## src/rtl/instr_fetch.sv

```systemverilog
// Instruction fetch stage: loads the next PC, runs a req/ack read to instruction
// memory, and holds the returned word for the decoder. Supports stall, redirect and timeout.
//
// state | meaning
// IDLE  | no fetch in progress, waiting for pc_load
// FETCH | request outstanding (or one-cycle request gap after a discarded word)
// HOLD  | ir_out holds a valid word until the decoder consumes it
// FAULT | memory never answered; absorbing until rst
module instr_fetch #(
  parameter int ADDR_W  = 32,
  parameter int DATA_W  = 32,
  parameter int TIMEOUT = 16
) (
  input  logic              clk,
  input  logic              rst,
  input  logic [ADDR_W-1:0] pc_in,
  input  logic              pc_load,
  output logic              imem_req,
  output logic [ADDR_W-1:0] imem_addr,
  input  logic              imem_ack,
  input  logic [DATA_W-1:0] imem_rdata,
  input  logic              stall,
  output logic [ADDR_W-1:0] pc_cur,
  output logic [DATA_W-1:0] ir_out,
  output logic              ir_valid,
  output logic              fault
);

  localparam int CNT_W = (TIMEOUT > 1) ? $clog2(TIMEOUT) : 1;
  localparam logic [CNT_W-1:0] CNT_LAST = CNT_W'(TIMEOUT - 1);

  typedef enum logic [1:0] {IDLE, FETCH, HOLD, FAULT} state_t;

  state_t            state;
  logic [CNT_W-1:0]  wait_cnt;
  logic              redirect_pend;
  logic [ADDR_W-1:0] redirect_pc;
  logic [ADDR_W-1:0] new_pc;

  // A pc_load arriving in the same cycle is newer than any pending redirect.
  assign new_pc    = pc_load ? pc_in : redirect_pc;
  assign imem_addr = pc_cur;

  always_ff @(posedge clk) begin
    if (rst) begin
      state         <= IDLE;
      imem_req      <= 1'b0;
      pc_cur        <= '0;
      ir_out        <= '0;
      ir_valid      <= 1'b0;
      fault         <= 1'b0;
      wait_cnt      <= '0;
      redirect_pend <= 1'b0;
      redirect_pc   <= '0;
    end else begin
      case (state)
        IDLE: begin
          if (pc_load) begin
            pc_cur        <= pc_in;
            wait_cnt      <= '0;
            redirect_pend <= 1'b0;
            imem_req      <= 1'b1;
            state         <= FETCH;
          end
        end
        FETCH: begin
          if (!imem_req) begin
            // Gap cycle after a discarded word: nothing in flight, so a new PC lands directly.
            if (pc_load) pc_cur <= pc_in;
            imem_req <= 1'b1;
            wait_cnt <= '0;
          end else if (imem_ack) begin
            imem_req <= 1'b0;
            if (pc_load || redirect_pend) begin
              pc_cur        <= new_pc;
              redirect_pend <= 1'b0;
              wait_cnt      <= '0;
            end else begin
              ir_out   <= imem_rdata;
              ir_valid <= 1'b1;
              state    <= HOLD;
            end
          end else if (wait_cnt == CNT_LAST) begin
            fault         <= 1'b1;
            imem_req      <= 1'b0;
            redirect_pend <= 1'b0;
            state         <= FAULT;
          end else begin
            wait_cnt <= wait_cnt + CNT_W'(1);
            if (pc_load) begin
              redirect_pend <= 1'b1;
              redirect_pc   <= pc_in;
            end
          end
        end
        HOLD: begin
          if (stall) begin
            if (pc_load) begin
              redirect_pend <= 1'b1;
              redirect_pc   <= pc_in;
            end
          end else if (pc_load || redirect_pend) begin
            pc_cur        <= new_pc;
            redirect_pend <= 1'b0;
            ir_valid      <= 1'b0;
            imem_req      <= 1'b1;
            wait_cnt      <= '0;
            state         <= FETCH;
          end else begin
            ir_valid <= 1'b0;
            state    <= IDLE;
          end
        end
        FAULT: begin
          fault <= 1'b1;
        end
        default: state <= IDLE;
      endcase
    end
  end

endmodule
```

## config.mk

```make
export PLATFORM = sky130hd
export DESIGN_NAME = instr_fetch
export DESIGN_NICKNAME = d
export VERILOG_FILES = /design/src/rtl/instr_fetch.sv
export SDC_FILE = /design/constraint.sdc
export NUM_CORES = 1
export LEC_CHECK = 0
export BUFFER_PORTS_ARGS = -buffer_cell sky130_fd_sc_hd__buf_2
export CORE_MARGIN = 2
export CORE_UTILIZATION = 52
export CTS_CLUSTER_DIAMETER = 30
export CTS_CLUSTER_SIZE = 30
export DETAILED_ROUTE_END_ITERATION = 12
export HOLD_SLACK_MARGIN = 0.15
export PLACE_DENSITY = 0.8
export SYNTH_ARGS = -nofsm -noshare
export SYNTH_HDL_FRONTEND = slang
export SYNTH_SLANG_ARGS = --single-unit
```

## constraint.sdc

```tcl
create_clock -name clk -period 2.05 [get_ports clk]
set_input_delay 0.41 -clock clk [delete_from_list [all_inputs] [get_ports clk]]
set_output_delay 0.41 -clock clk [all_outputs]
set_load 0.05 [all_outputs]
```

==> run_results.csv <==
group,metric,value,unit
finish,n_antenna_cell,0,
grt,grt_pass1_vias,5128,
die,ioPinCount,168,
synthesis,syn_area,0.00541,mm2
timing,fmax,0.502,GHz
synthesis,ys_seq_area_frac,0.392,
worst_setup_path,critPathMaxFanout,16,
timing,post-route-min-period,1.99,ns
worst_setup_path,critPathLaunchType,"flop",
worst_setup_path,crit_required,2.36,ns
die,core,0.0102,mm2
synthesis,synth-edff-count,0,
power_and_ir_drop,leakage,2.72,nW
grt,grtUsageMet1,0.332,
worst_setup_path,slowest_stage,"dfxtp_4",
drt,post_drt_wl_per_cell,17.1,um
place,port-buffer-count,167,
clock_network,clock_latency,0.36,ns
worst_setup_path,cp.arrival,2.30,ns
drt,drc_errors,0,
place,place_ws,-0.0467,ns
synthesis,syn_inst,650,
clock_network,clk_pin_slew,0.10,ns
worst_setup_path,path_cells,"inv_1, ha_1, buf_6, a21oi_4, nand2_2, nor4_4, buf_4, buf_12, a221o_1",
drt,ant_nets,0,
clock_network,cts_root_buffer,"clkbuf_8",
power_and_ir_drop,ir_drop,408,uV
worst_hold_path,worstHoldStart,"imem_rdata[22]",
worst_setup_path,slowest_delay,0.38,ns
grt,antenna_found_initial,0,
clock_network,cts.path.max_buffers,2,
grt,grt_max_degree,49,
grt,use_met2,0.436,
timing,slew_violations,0,
drt,drt-total-wl,15600,um
grt,grtUsageTotal,0.263,
worst_hold_path,hp-class,"input pin to flop",
worst_setup_path,setup.worst_path.start,"state[0]",
synthesis,synth_nets,724,
synthesis,syn_avg_cell_area,8.33,um2
die,initial_core_util,0.529,
grt,top_usage_layer,"met2",
timing,slew_headroom,0.634,
die,rows,37,
timing,setup_tns,0,ns
place,dp_cells,888,
finish,regArea,0.00213,mm2
synthesis,ys.flop_type,"dfxtp_1",
timing,setup_violations,0,
worst_setup_path,worstSetupPathType,"flop to flop",
place,dp.final_hpwl,9720,um
synthesis,async_flop_share,0,
finish,final_cells,912,
run_status,status,"finished clean",
drt,num_vias,5538,
finish,layout-drive-gt1-share,0.351,
synthesis,yosys_warnings,0,
die,die_area,0.0112,mm2
clock_network,cts_buffers,9,
finish,nets,845,
timing,finalClockSkew,0.00957,ns
drt,viasPerCell,6.07,
timing,timing.final.crit_share,0.971,
die,dieHeight,106,um
worst_setup_path,crit_path_end_kind,"flop",
synthesis,ys_types,48,
clock_network,clkSinkCount,106,
drt,drt_iter0_markers,576,
grt,grt_pass1_wl,24100,um
timing,tightestPinTransition,0.549,ns
synthesis,ys_ff_latch,106,
timing,timing.final.ws_setup,0.0591,ns
power_and_ir_drop,cellPowerDensity,833,mW/mm2
finish,nFillCells,839,
clock_network,cts_tree,"done",
grt,overflow,0,
die,chipWidth,106,um
drt,first_pass_iters,5,
place,gp_congestion,0.905,
clock_network,h-tree-depth,3,
job,cap_violations,0,
finish,multi_input_area,0.00277,mm2
grt,grt_use_met3,0.0460,
timing,hold_viol,0,
finish,syn2layout_area_growth,20.3,%
worst_setup_path,reg2reg_from,"state[0]",
-- per-stage QoR --
| stage | util | instance area [um2] | total power [W] | hold slack (ns) |
|---|---|---|---|---|
| detailed placement | 0.601 | 6150 | 0.00404 | 0.444 |
| CTS | 0.624 | 6390 | 0.00539 | 0.261 |
| global route | 0.637 | 6520 | 0.00566 | 0.266 |
| global placement | 0.601 | 6150 | 0.00401 | 0.438 |
| finish | 0.637 | 6520 | 0.00543 | 0.276 |
| floorplan | - | 5410 | 0.00366 | 0.451 |
-- what timing repair did --
action                                  in CTS  in global routing
pin swaps                                    0                  5
hold buffers                                 0                  0
gates resized for setup                      1                 10
setup buffers                                0                  5
endpoints found under the setup margin      31                 57
cloned                                       1                  2
-- placed cells by master (no fill, tap or decap), types with 3 or more instances in the layout --
| cell | count |
|---|---|
| buf_6 | 3 |
| o211ai_1 | 3 |
| buf_2 | 167 |
| o21ai_1 | 4 |
| a311oi_1 | 5 |
| nand3_1 | 38 |
| nor2b_1 | 3 |
| buf_4 | 23 |
| a31oi_4 | 3 |
| a221o_1 | 31 |
| inv_1 | 8 |
| nand2_1 | 96 |
| mux2_2 | 31 |
| a21oi_1 | 103 |
| buf_12 | 7 |
| nor2_1 | 12 |
| clkbuf_8 | 11 |
| nand2_2 | 6 |
| a31oi_1 | 4 |
| dfxtp_1 | 105 |
| ha_1 | 5 |
| nand4_1 | 31 |
| o21ai_0 | 34 |
| nand2b_1 | 5 |
| nor3_1 | 3 |
-- worst max-delay path: cells and delay by family (launching register included) --
kind | cells | cell delay (ns)
AO/OA/AOI/OAI | 2 | 0.41
AND/OR/NAND/NOR | 2 | 0.37
buffers and inverters | 4 | 0.56
flip-flops | 1 | 0.38
adder cells (fa/ha/maj) | 1 | 0.22
-- logic make-up (layout without fill, tap and decap cells) --
| group | Yosys count | count (layout) | share of synthesized area |
|---|---|---|---|
| AO/OA/AOI/OAI | 199 | 201 | 0.230 |
| flip-flops | 106 | 106 | 0.392 |
| AND/OR/NAND/NOR | 208 | 208 | 0.189 |
| adder cells (fa/ha/maj) | 5 | 5 | 0.0116 |
| buffers and inverters | 101 | 225 | 0.113 |
| multiplexers | 31 | 31 | 0.0645 |
-- state kept, by name, summed over array words and instances, names as in the netlist --
signal         flops
ir_valid           1
wait_cnt           4
redirect_pc       32
redirect_pend      1
imem_req           1
imem_addr         32
fault              1
state              2
ir_out            32
-- final cells by class --
cell class | count | share of cell area
Multi-Input combinational cell | 445 | 0.425
Sequential cell | 106 | 0.326
Timing Repair Buffer | 201 | 0.185
Tap cell | 136 | 0.0261
Clock buffer | 12 | 0.0238
Clock inverter | 4 | 0.00883
Inverter | 8 | 0.00461
-- cell usage after synthesis (2+ instances only) --
| master | instances | share of area |
|---|---|---|
| nand3_1 | 39 | 0.036 |
| clkbuf_1 | 27 | 0.019 |
| nand2_2 | 5 | 0.0058 |
| a31oi_1 | 5 | 0.0058 |
| a221o_1 | 31 | 0.057 |
| a21oi_1 | 103 | 0.095 |
| a211o_1 | 2 | 0.0032 |
| nor3_1 | 3 | 0.0028 |
| ha_1 | 5 | 0.012 |
| o211ai_1 | 3 | 0.0042 |
| and3_1 | 2 | 0.0023 |
| mux2_2 | 31 | 0.064 |
| nand4bb_2 | 2 | 0.0060 |
| nand2b_1 | 5 | 0.0058 |
| nor2b_1 | 3 | 0.0035 |
| nand2_1 | 97 | 0.067 |
| nand4_1 | 31 | 0.036 |
| buf_6 | 7 | 0.015 |
| buf_2 | 16 | 0.015 |
| nor2_1 | 12 | 0.0083 |
| a21o_1 | 2 | 0.0028 |
| o21ai_0 | 34 | 0.031 |
| dfxtp_1 | 106 | 0.39 |
| a311oi_1 | 5 | 0.0081 |
| inv_1 | 8 | 0.0055 |
| o21ai_1 | 4 | 0.0037 |
| buf_4 | 39 | 0.054 |
| dlygate4sd1_1 | 3 | 0.0049 |
-- power breakdown --
group | total [W] | leakage [nW] | internal, W | switching (W)
registers | 0.00234 | 0.862 | 0.00221 | 0.000129
clock network | 0.00135 | 0.105 | 0.000646 | 0.000708
logic | 0.00174 | 1.75 | 0.000523 | 0.00121
-- per-layer routing --
layer / vias to the layer above / wire length [um]
met5: - / 0
met4: 0 / 285
met3: 32 / 1490
met2: 337 / 7420
met1: 2609 / 6380
li1: 2560 / -
-- worst paths after layout --
kind	endpoint	slack [ns]	cells past startpoint
hold reg to reg	ir_out[28]	0.46	2
hold / removal	ir_out[22]	0.28	3
setup / recovery	imem_addr[10]	0.06	9
setup reg to reg	imem_addr[10]	0.06	9
Power figures use the tool's default switching activity.
